--- src/rtl/deint_frame_arbiter.sv ---
// Frame-granular round-robin arbiter in front of a shared de_interleaver.
// Whole frames from one source are forwarded at a time; the granted source ID is queued
// so that the de-interleaved output can be tagged with tdest and tlast.
// Optional feature macro: DEINT_ARB_STATS_EN adds per-source completed-frame counters
// on the stat_frames port.
module deint_frame_arbiter #(
  parameter int CODEWORD_SIZE_IN_32 = 65,
  parameter int NUM_CODEWORDS       = 4,
  parameter int NUM_REQ             = 2,
  parameter int ID_FIFO_DEPTH       = 4
) (
  input  logic                       clk,
  input  logic                       rst,
  input  logic [32*NUM_REQ-1:0]      s_axis_tdata,
  input  logic [NUM_REQ-1:0]         s_axis_tvalid,
  output logic [NUM_REQ-1:0]         s_axis_tready,
  output logic [31:0]                d_axis_tdata,
  output logic                       d_axis_tvalid,
  input  logic                       d_axis_tready,
  input  logic [31:0]                r_axis_tdata,
  input  logic                       r_axis_tvalid,
  output logic                       r_axis_tready,
  output logic [31:0]                m_axis_tdata,
  output logic                       m_axis_tvalid,
  input  logic                       m_axis_tready,
  output logic                       m_axis_tlast,
  output logic [$clog2(NUM_REQ)-1:0] m_axis_tdest,
`ifdef DEINT_ARB_STATS_EN
  output logic [16*NUM_REQ-1:0]      stat_frames,
`endif
  output logic                       err_orphan
);

  localparam int FRAME_WORDS = CODEWORD_SIZE_IN_32 * NUM_CODEWORDS;
  localparam int CW          = $clog2(FRAME_WORDS);
  localparam int IW          = $clog2(NUM_REQ);
  localparam int AW          = $clog2(ID_FIFO_DEPTH);

  localparam logic [CW-1:0] LAST_BEAT = CW'(FRAME_WORDS - 1);
  localparam logic [0:0]    IDLE      = 1'b0;
  localparam logic [0:0]    BUSY      = 1'b1;

  logic [0:0]            state;
  logic [IW-1:0]         grant;
  logic [IW-1:0]         rr_ptr;
  logic [CW-1:0]         in_cnt;
  logic [CW-1:0]         out_cnt;
  logic [IW-1:0]         fifo_mem [ID_FIFO_DEPTH];
  logic [AW-1:0]         wr_ptr;
  logic [AW-1:0]         rd_ptr;
  logic [AW:0]           fifo_cnt;

  logic [2*NUM_REQ-1:0]  req_rot;
  logic                  pick_valid;
  int                    pick_sum;
  logic [IW-1:0]         pick_id;
  logic                  fifo_full;
  logic                  fifo_empty;
  logic                  push;
  logic                  pop;
  logic                  in_beat;
  logic                  out_beat;
  logic                  frame_done;

  assign fifo_full  = (fifo_cnt == (AW+1)'(ID_FIFO_DEPTH));
  assign fifo_empty = (fifo_cnt == '0);

  // Round-robin pick: rotate requests so bit 0 is rr_ptr, take the first set bit
  always_comb begin
    req_rot    = {s_axis_tvalid, s_axis_tvalid} >> rr_ptr;
    pick_valid = 1'b0;
    pick_sum   = 0;
    for (int i = 0; i < NUM_REQ; i++) begin
      if (!pick_valid && req_rot[i]) begin
        pick_valid = 1'b1;
        pick_sum   = int'(rr_ptr) + i;
      end
    end
    pick_id = IW'((pick_sum >= NUM_REQ) ? pick_sum - NUM_REQ : pick_sum);
  end

  // Input mux toward the de_interleaver, open only to the granted source while BUSY
  always_comb begin
    d_axis_tdata  = '0;
    d_axis_tvalid = 1'b0;
    s_axis_tready = '0;
    for (int k = 0; k < NUM_REQ; k++) begin
      if (grant == IW'(k)) begin
        d_axis_tdata = s_axis_tdata[32*k +: 32];
        if (state == BUSY) begin
          d_axis_tvalid    = s_axis_tvalid[k];
          s_axis_tready[k] = d_axis_tready;
        end
      end
    end
  end

  assign push       = (state == IDLE) && pick_valid && !fifo_full;
  assign in_beat    = d_axis_tvalid && d_axis_tready;
  assign frame_done = in_beat && (in_cnt == LAST_BEAT);

  // Output side is a pass-through; tagging comes from out_cnt and the ID FIFO head
  assign m_axis_tdata  = r_axis_tdata;
  assign m_axis_tvalid = r_axis_tvalid;
  assign r_axis_tready = m_axis_tready;
  assign m_axis_tlast  = (out_cnt == LAST_BEAT);
  assign m_axis_tdest  = fifo_empty ? '0 : fifo_mem[rd_ptr];
  assign out_beat      = r_axis_tvalid && m_axis_tready;
  assign pop           = out_beat && m_axis_tlast && !fifo_empty;

  // Grant FSM and input word counter
  always_ff @(posedge clk or posedge rst) begin
    if (rst) begin
      state  <= IDLE;
      grant  <= '0;
      rr_ptr <= '0;
      in_cnt <= '0;
    end else if (state == IDLE) begin
      if (push) begin
        state  <= BUSY;
        grant  <= pick_id;
        rr_ptr <= (pick_id == IW'(NUM_REQ - 1)) ? '0 : pick_id + 1'b1;
        in_cnt <= '0;
      end
    end else if (in_beat) begin
      if (in_cnt == LAST_BEAT) begin
        in_cnt <= '0;
        state  <= IDLE;
      end else begin
        in_cnt <= in_cnt + 1'b1;
      end
    end
  end

  // Output word counter and sticky orphan flag; the counter runs even without an owner
  always_ff @(posedge clk or posedge rst) begin
    if (rst) begin
      out_cnt    <= '0;
      err_orphan <= 1'b0;
    end else if (out_beat) begin
      out_cnt <= (out_cnt == LAST_BEAT) ? '0 : out_cnt + 1'b1;
      if (fifo_empty) err_orphan <= 1'b1;
    end
  end

  // In-order ID FIFO of frames in flight
  always_ff @(posedge clk or posedge rst) begin
    if (rst) begin
      wr_ptr   <= '0;
      rd_ptr   <= '0;
      fifo_cnt <= '0;
      for (int i = 0; i < ID_FIFO_DEPTH; i++) fifo_mem[i] <= '0;
    end else begin
      if (push) begin
        fifo_mem[wr_ptr] <= pick_id;
        wr_ptr           <= wr_ptr + 1'b1;
      end
      if (pop) rd_ptr <= rd_ptr + 1'b1;
      if (push && !pop)      fifo_cnt <= fifo_cnt + 1'b1;
      else if (pop && !push) fifo_cnt <= fifo_cnt - 1'b1;
    end
  end

`ifdef DEINT_ARB_STATS_EN
  logic [15:0] stat_cnt [NUM_REQ];

  // Per-source completed input frame counters, free-running 16-bit wrap
  always_ff @(posedge clk or posedge rst) begin
    if (rst) begin
      for (int k = 0; k < NUM_REQ; k++) stat_cnt[k] <= '0;
    end else if (frame_done) begin
      for (int k = 0; k < NUM_REQ; k++) begin
        if (grant == IW'(k)) stat_cnt[k] <= stat_cnt[k] + 16'd1;
      end
    end
  end

  // Flatten counters onto the stats port
  always_comb begin
    stat_frames = '0;
    for (int k = 0; k < NUM_REQ; k++) stat_frames[16*k +: 16] = stat_cnt[k];
  end
`endif

endmodule

--- config.mk ---
export PLATFORM = sky130hd
export DESIGN_NAME = deint_frame_arbiter
export DESIGN_NICKNAME = d
export VERILOG_FILES = /design/src/rtl/deint_frame_arbiter.sv
export SDC_FILE = /design/constraint.sdc
export NUM_CORES = 1
export LEC_CHECK = 0
export CAP_MARGIN = 20
export CORE_ASPECT_RATIO = 1.5
export CORE_UTILIZATION = 35
export CTS_CLUSTER_DIAMETER = 100
export CTS_CLUSTER_SIZE = 25
export DETAILED_ROUTE_END_ITERATION = 8
export GPL_ROUTABILITY_DRIVEN = 1
export PLACE_DENSITY = 0.88
export SLEW_MARGIN = 0
export SYNTH_ARGS = -nofsm -noshare
export SYNTH_HDL_FRONTEND = slang
export SYNTH_SLANG_ARGS = --single-unit
--- constraint.sdc ---
create_clock -name clk -period 2.9 [get_ports clk]
set_input_delay 0.58 -clock clk [delete_from_list [all_inputs] [get_ports clk]]
set_output_delay 0.58 -clock clk [all_outputs]
set_load 0.01 [all_outputs]
== Word level (Yosys, flattened, before mapping) ==
Cells that the tools add are included.
Widths: inputs -> output; s select.
Storage, ports and cells
  logic and storage cells: 87
  input bits: 103
  output and inout bits: 72
  register bits: 33
Operators by class
  $lt $le $gt $ge: 4
  mux-type cells: 32
  bitwise gates (word level): 3
  reductions and logical operators: 21
  equal/unequal tests: 4
  shift operators: 1
  add/sub/neg operators: 9
Operator list (count)
  $mux 9: 5
  $mux 32: 1
  $mux 1: 20
  $add 9x1->9 const B: 2
  $eq 9x9->1 const B: 2
  $logic_and 1x1->1: 10
  $ge 3x3->1 const B: 2
  $mux 3: 2
  $not 2->3: 2
  $reduce_and 2->1: 3
  $logic_not 1->1: 5
  $add 2x1->2 const B: 2
  $bwmux 4: 1
  $reduce_bool 2->1: 2
  $shr 4x1->2: 1
  $add 3x1->3 const B: 1
  $eq 3x3->1 const B: 1
  $logic_not 3->1: 1
  $lt 3x1->1 const B: 1
  $sub 3x1->3 const B: 1
  $add 1x1->2 const B: 1
  $bmux 1 s2: 1
  $demux 1 s2: 1
  $ge 2x2->1 const B: 1
  other kinds (5): 5

== Logic depth before layout (Yosys ltp) ==
  word-level depth: 11
  depth in mapped cells: 10
  mapped depth without buffers: 10

== Worst setup path after synthesis ==
OpenSTA, ideal clock, no wires.
  path type: reg-to-reg
  start: register out_cnt[2]
  end: register fifo_cnt[1]
  cell stages (with the launch flop): 8
  period minus slack after synthesis: 2.517 ns
  setup slack: 0.383 ns
  buffers on the path: 0
  library setup time: 0.125 ns
  data required time: 2.775 ns
  arrival time: 2.393 ns
  cell sequence: dfrtp_1 -> or4_1 -> nor4_4 -> nand3_1 -> ha_1 -> inv_1 -> fa_1 -> mux2_2
Between the ends
  word-level cells in the longest chain between the ends: 6
  elaborated cells on any way between the ends: 8
  classes of those cells: eq/ne: 1; mux: 1; reduce/logical: 6
Ends and longest elaborated chain
  start: declaration: RTL line 47  | logic [CW-1:0] out_cnt;
  start signal: assignment: RTL line 141  | out_cnt <= (out_cnt == LAST_BEAT) ? '0 : out_cnt + 1'b1;
  $eq 9x9->1 *: RTL line 106  | assign m_axis_tlast = (out_cnt == LAST_BEAT);
  named net m_axis_tlast: RTL line 26  | output logic m_axis_tlast,
  $logic_and 1x1->1 * (2 in series): RTL line 109  | assign pop = out_beat && m_axis_tlast && !fifo_empty;
  $logic_not 1->1: RTL line 159  | if (push && !pop) fifo_cnt <= fifo_cnt + 1'b1;
  $logic_and 1x1->1: RTL line 159
  $mux 3 / $reduce_bool 2->1 (equally long branches)
  end signal: assignment: RTL line 159
  end signal: assignment: RTL line 160  | else if (pop && !push) fifo_cnt <= fifo_cnt - 1'b1;
  end: declaration: RTL line 51  | logic [AW:0] fifo_cnt;
Mark *: on every way through the listed nets, which the timed path passes. The rest lies on a longest branch.
A chain may end at the register's enable or synchronous reset.

== Worst setup path after layout ==
  start: register out_cnt[2]
  end: output port m_axis_tlast
Between the ends
  word-level cells in the longest chain between the ends: 1
Ends and longest elaborated chain (RTL line)
  $eq 9x9->1: 106
  end: declaration: 26
No other way between the ends.

==> flow_summary.ini <==
[global_route]
grt_max_degree = 37
grt_pass1_wl_um = 8894
grt_pass1_vias = 2009
grt.overflow.total = 0
grt.total_usage_pct = 15.65
antenna_found_initial = 0

[setup_path]
crit_fanout = 7
arrival_ps = 2240
critPathTopFamily = simple AND/OR/NAND/NOR gates
cp-end-kind = output pin
cp_num_buf_inv = 1
cp_slowest_cell = clkdlybuf4s50_1
crit_chain = or4_1 -> nor4_4 -> clkdlybuf4s50_1
cp-startpoint = out_cnt[2]$_DFFE_PP0P_
crit_path_end = m_axis_tlast
reg2reg_setup_slack_ps = 260
criticalPathCategory = flip-flop to output pin
startpoint_type = flip-flop
reg2regPathDepth = 7
cp.required_ps = 2320
slowest_delay_ps = 620
reg2reg_to = fifo_cnt[1]$_DFFE_PP0P_
regToRegStartpoint = out_cnt[2]$_DFFE_PP0P_
crit_cells = 3

[cts]
clock_path_buffers = 2
cts-root-buf = clkbuf_8
postCtsHoldBufs = 0
cts_resized = 0
cts_tree = yes
cts-htree-levels = 2
clk_pin_slew_ps = 70
post_cts_buffers = 0
cts_buffers = 5
cts_sinks = 33
clk_latency_ps = 280

[worst_hold_path]
hp-class = flip-flop to flip-flop
worstHoldStart = err_orphan$_DFFE_PP0P_

[final_layout]
diodes = 0
area_growth_pct = 44.02
drive_above_1_share_pct = 17.67
fin_area_sq_mm = 0.003406
nets = 427
fin_cells = 393

[pwr]
power_switching_mw = 0.3735
leakagePower_nw = 1.394
swShare_pct = 29.03
power_frac_seq_pct = 46.7
peakVddDrop_uv = 264.7
p_int_mw = 0.9131
power_density_mw_per_mm2 = 377.8
p_clk_share_pct = 25.6
p_comb_share_pct = 27.7

[floorplanning]
rows = 36
dieWidth_um = 69.12
die_area_sq_mm = 0.007096
num_io_pins = 175
core_area_sq_mm = 0.006531
start_util_pct = 36.21
dieHeight_um = 102.7

[routing]
wl_um = 5755
drt-pass1-iter-count = 4
drcViolationCount = 0
drt_iter0_markers = 48
vias_per_cell = 5.107
wire_per_inst_um = 14.64
vias = 2007
ant_nets = 0

[yosys]
synth.area.top_cells = dfrtp_1 (35%), mux2_2 (18%), buf_4 (11%)
ys.flop_type = dfrtp_1
ys_top_cells_by_count = mux2_2 (37), buf_4 (34), dfrtp_1 (33), nand2_1 (18), nor2_1 (13)
synth_top_area_share_pct = 34.92
synthMostInstantiatedCell = mux2_2
synth_edf_count = 0
ys_seq_elements = 33
synth_top_area_cell = dfrtp_1
syn_area_sq_mm = 0.002365
synth.distinct_cells = 47
postSynthAreaPerCell_sq_um = 10.15
syn_nets = 344
async_reset_ff_share_pct = 100.0
yosysWarnings = 0
synthCells = 233
seq_area_frac_synth_pct = 34.92

[timing]
worstMarginPinSlew_ps = 696.3
fin_skew_ps = 4.687
max_slew_margin_pct = 53.48
setup_viol = 0
timing.final.ws_setup_ps = 76.16
fmax_ghz = 0.3541
layout_min_cycle_time_ps = 2824
fin_crit_sh_pct = 97.37
final_max_slew_viol_count = 0
tns_ps = 0
fin_hold_ws_ps = 476.7
hold_viol_final = 0
rsz0062_at_grt = no

[placement]
dp_slack_ps = 257.4
place.gp.congestion = 0.8306
port_buffers = 110
dpl-instance-area_sq_mm = 0.003323
placed_cells = 385
dp_hpwl_um = 4633

[flow_run]
cap_violations = 0

[outcome]
status = finished clean
[flip-flops by register name, indices dropped and copies added (netlist names)]
name and flops:
rd_ptr 2, fifo_mem 4, in_cnt 9, rr_ptr 1, err_orphan 1, out_cnt 9, wr_ptr 2, fifo_cnt 3
state 1, grant 1
[layer usage]
| layer | global-route usage, % | wire, um | up-vias |
|---|---|---|---|
| met4 | 8.320 | 177 | 0 |
| met3 | 4.985 | 406 | 30 |
| met2 | 27.63 | 3031 | 68 |
| met5 | 0 | 0 | - |
| li1 | - | - | 959 |
| met1 | 16.74 | 2140 | 950 |
[power groups by stage]
stage / clock network, mW / logic, mW / registers [mW]
final: 0.329 / 0.356 / 0.601
after global routing: 0.368 / 0.390 / 0.612
after floorplan: 0 / 0.227 / 0.591
after detailed placement: 0 / 0.360 / 0.608
after CTS: 0.343 / 0.361 / 0.601
after global placement: 0 / 0.350 / 0.605
[worst min path at each step]
| stage | cells past startpoint | to |
|---|---|---|
| global placement | 1 | err_orphan$_DFFE_PP0P_ |
| finish | 1 | err_orphan$_DFFE_PP0P_ |
| floorplan | 1 | fifo_cnt[2]$_DFFE_PP0P_ |
| global route | 1 | err_orphan$_DFFE_PP0P_ |
| CTS | 1 | err_orphan$_DFFE_PP0P_ |
| detailed placement | 1 | err_orphan$_DFFE_PP0P_ |
[through the flow]
stage | utilization [%] | power [mW]
floorplan | - | 0.8177
global placement | 50.88 | 0.9558
global route | 52.15 | 1.371
CTS | 52.15 | 1.305
finish | 52.15 | 1.287
detailed placement | 50.88 | 0.9673
[kinds of logic after synthesis]
| family | synth area share (%) |
|---|---|
| adder cells (fa/ha/maj) | 4.550 |
| AO/OA/AOI/OAI | 9.630 |
| buffers and inverters | 12.91 |
| multiplexers | 19.42 |
| flip-flops | 34.92 |
| XOR/XNOR | 4.074 |
| AND/OR/NAND/NOR | 14.50 |
[cell usage in the layout (no fill, tap or decap), types with 7 or more instances in the layout]
| cell | synthesis | final |
|---|---|---|
| clkdlybuf4s50_1 | 0 | 110 |
| dfrtp_1 | 33 | 33 |
| ha_1 | 7 | 7 |
| inv_1 | 8 | 8 |
| mux2_2 | 37 | 37 |
| nand2_1 | 18 | 18 |
| nand3_1 | 9 | 9 |
| nor2_1 | 13 | 13 |
| xnor2_1 | 8 | 8 |
[area by class of cell]
| cell class | instances | area [sq um] |
|---|---|---|
| Multi-Input combinational cell | 153 | 1234 |
| Inverter | 8 | 30.03 |
| Clock buffer | 6 | 72.57 |
| Tap cell | 76 | 95.09 |
| Clock inverter | 2 | 10.01 |
| Timing Repair Buffer | 115 | 1139 |
| Sequential cell | 33 | 825.8 |
| Fill cell | 569 | 3126 |
Note: power is estimated with default switching activity, not from simulation.
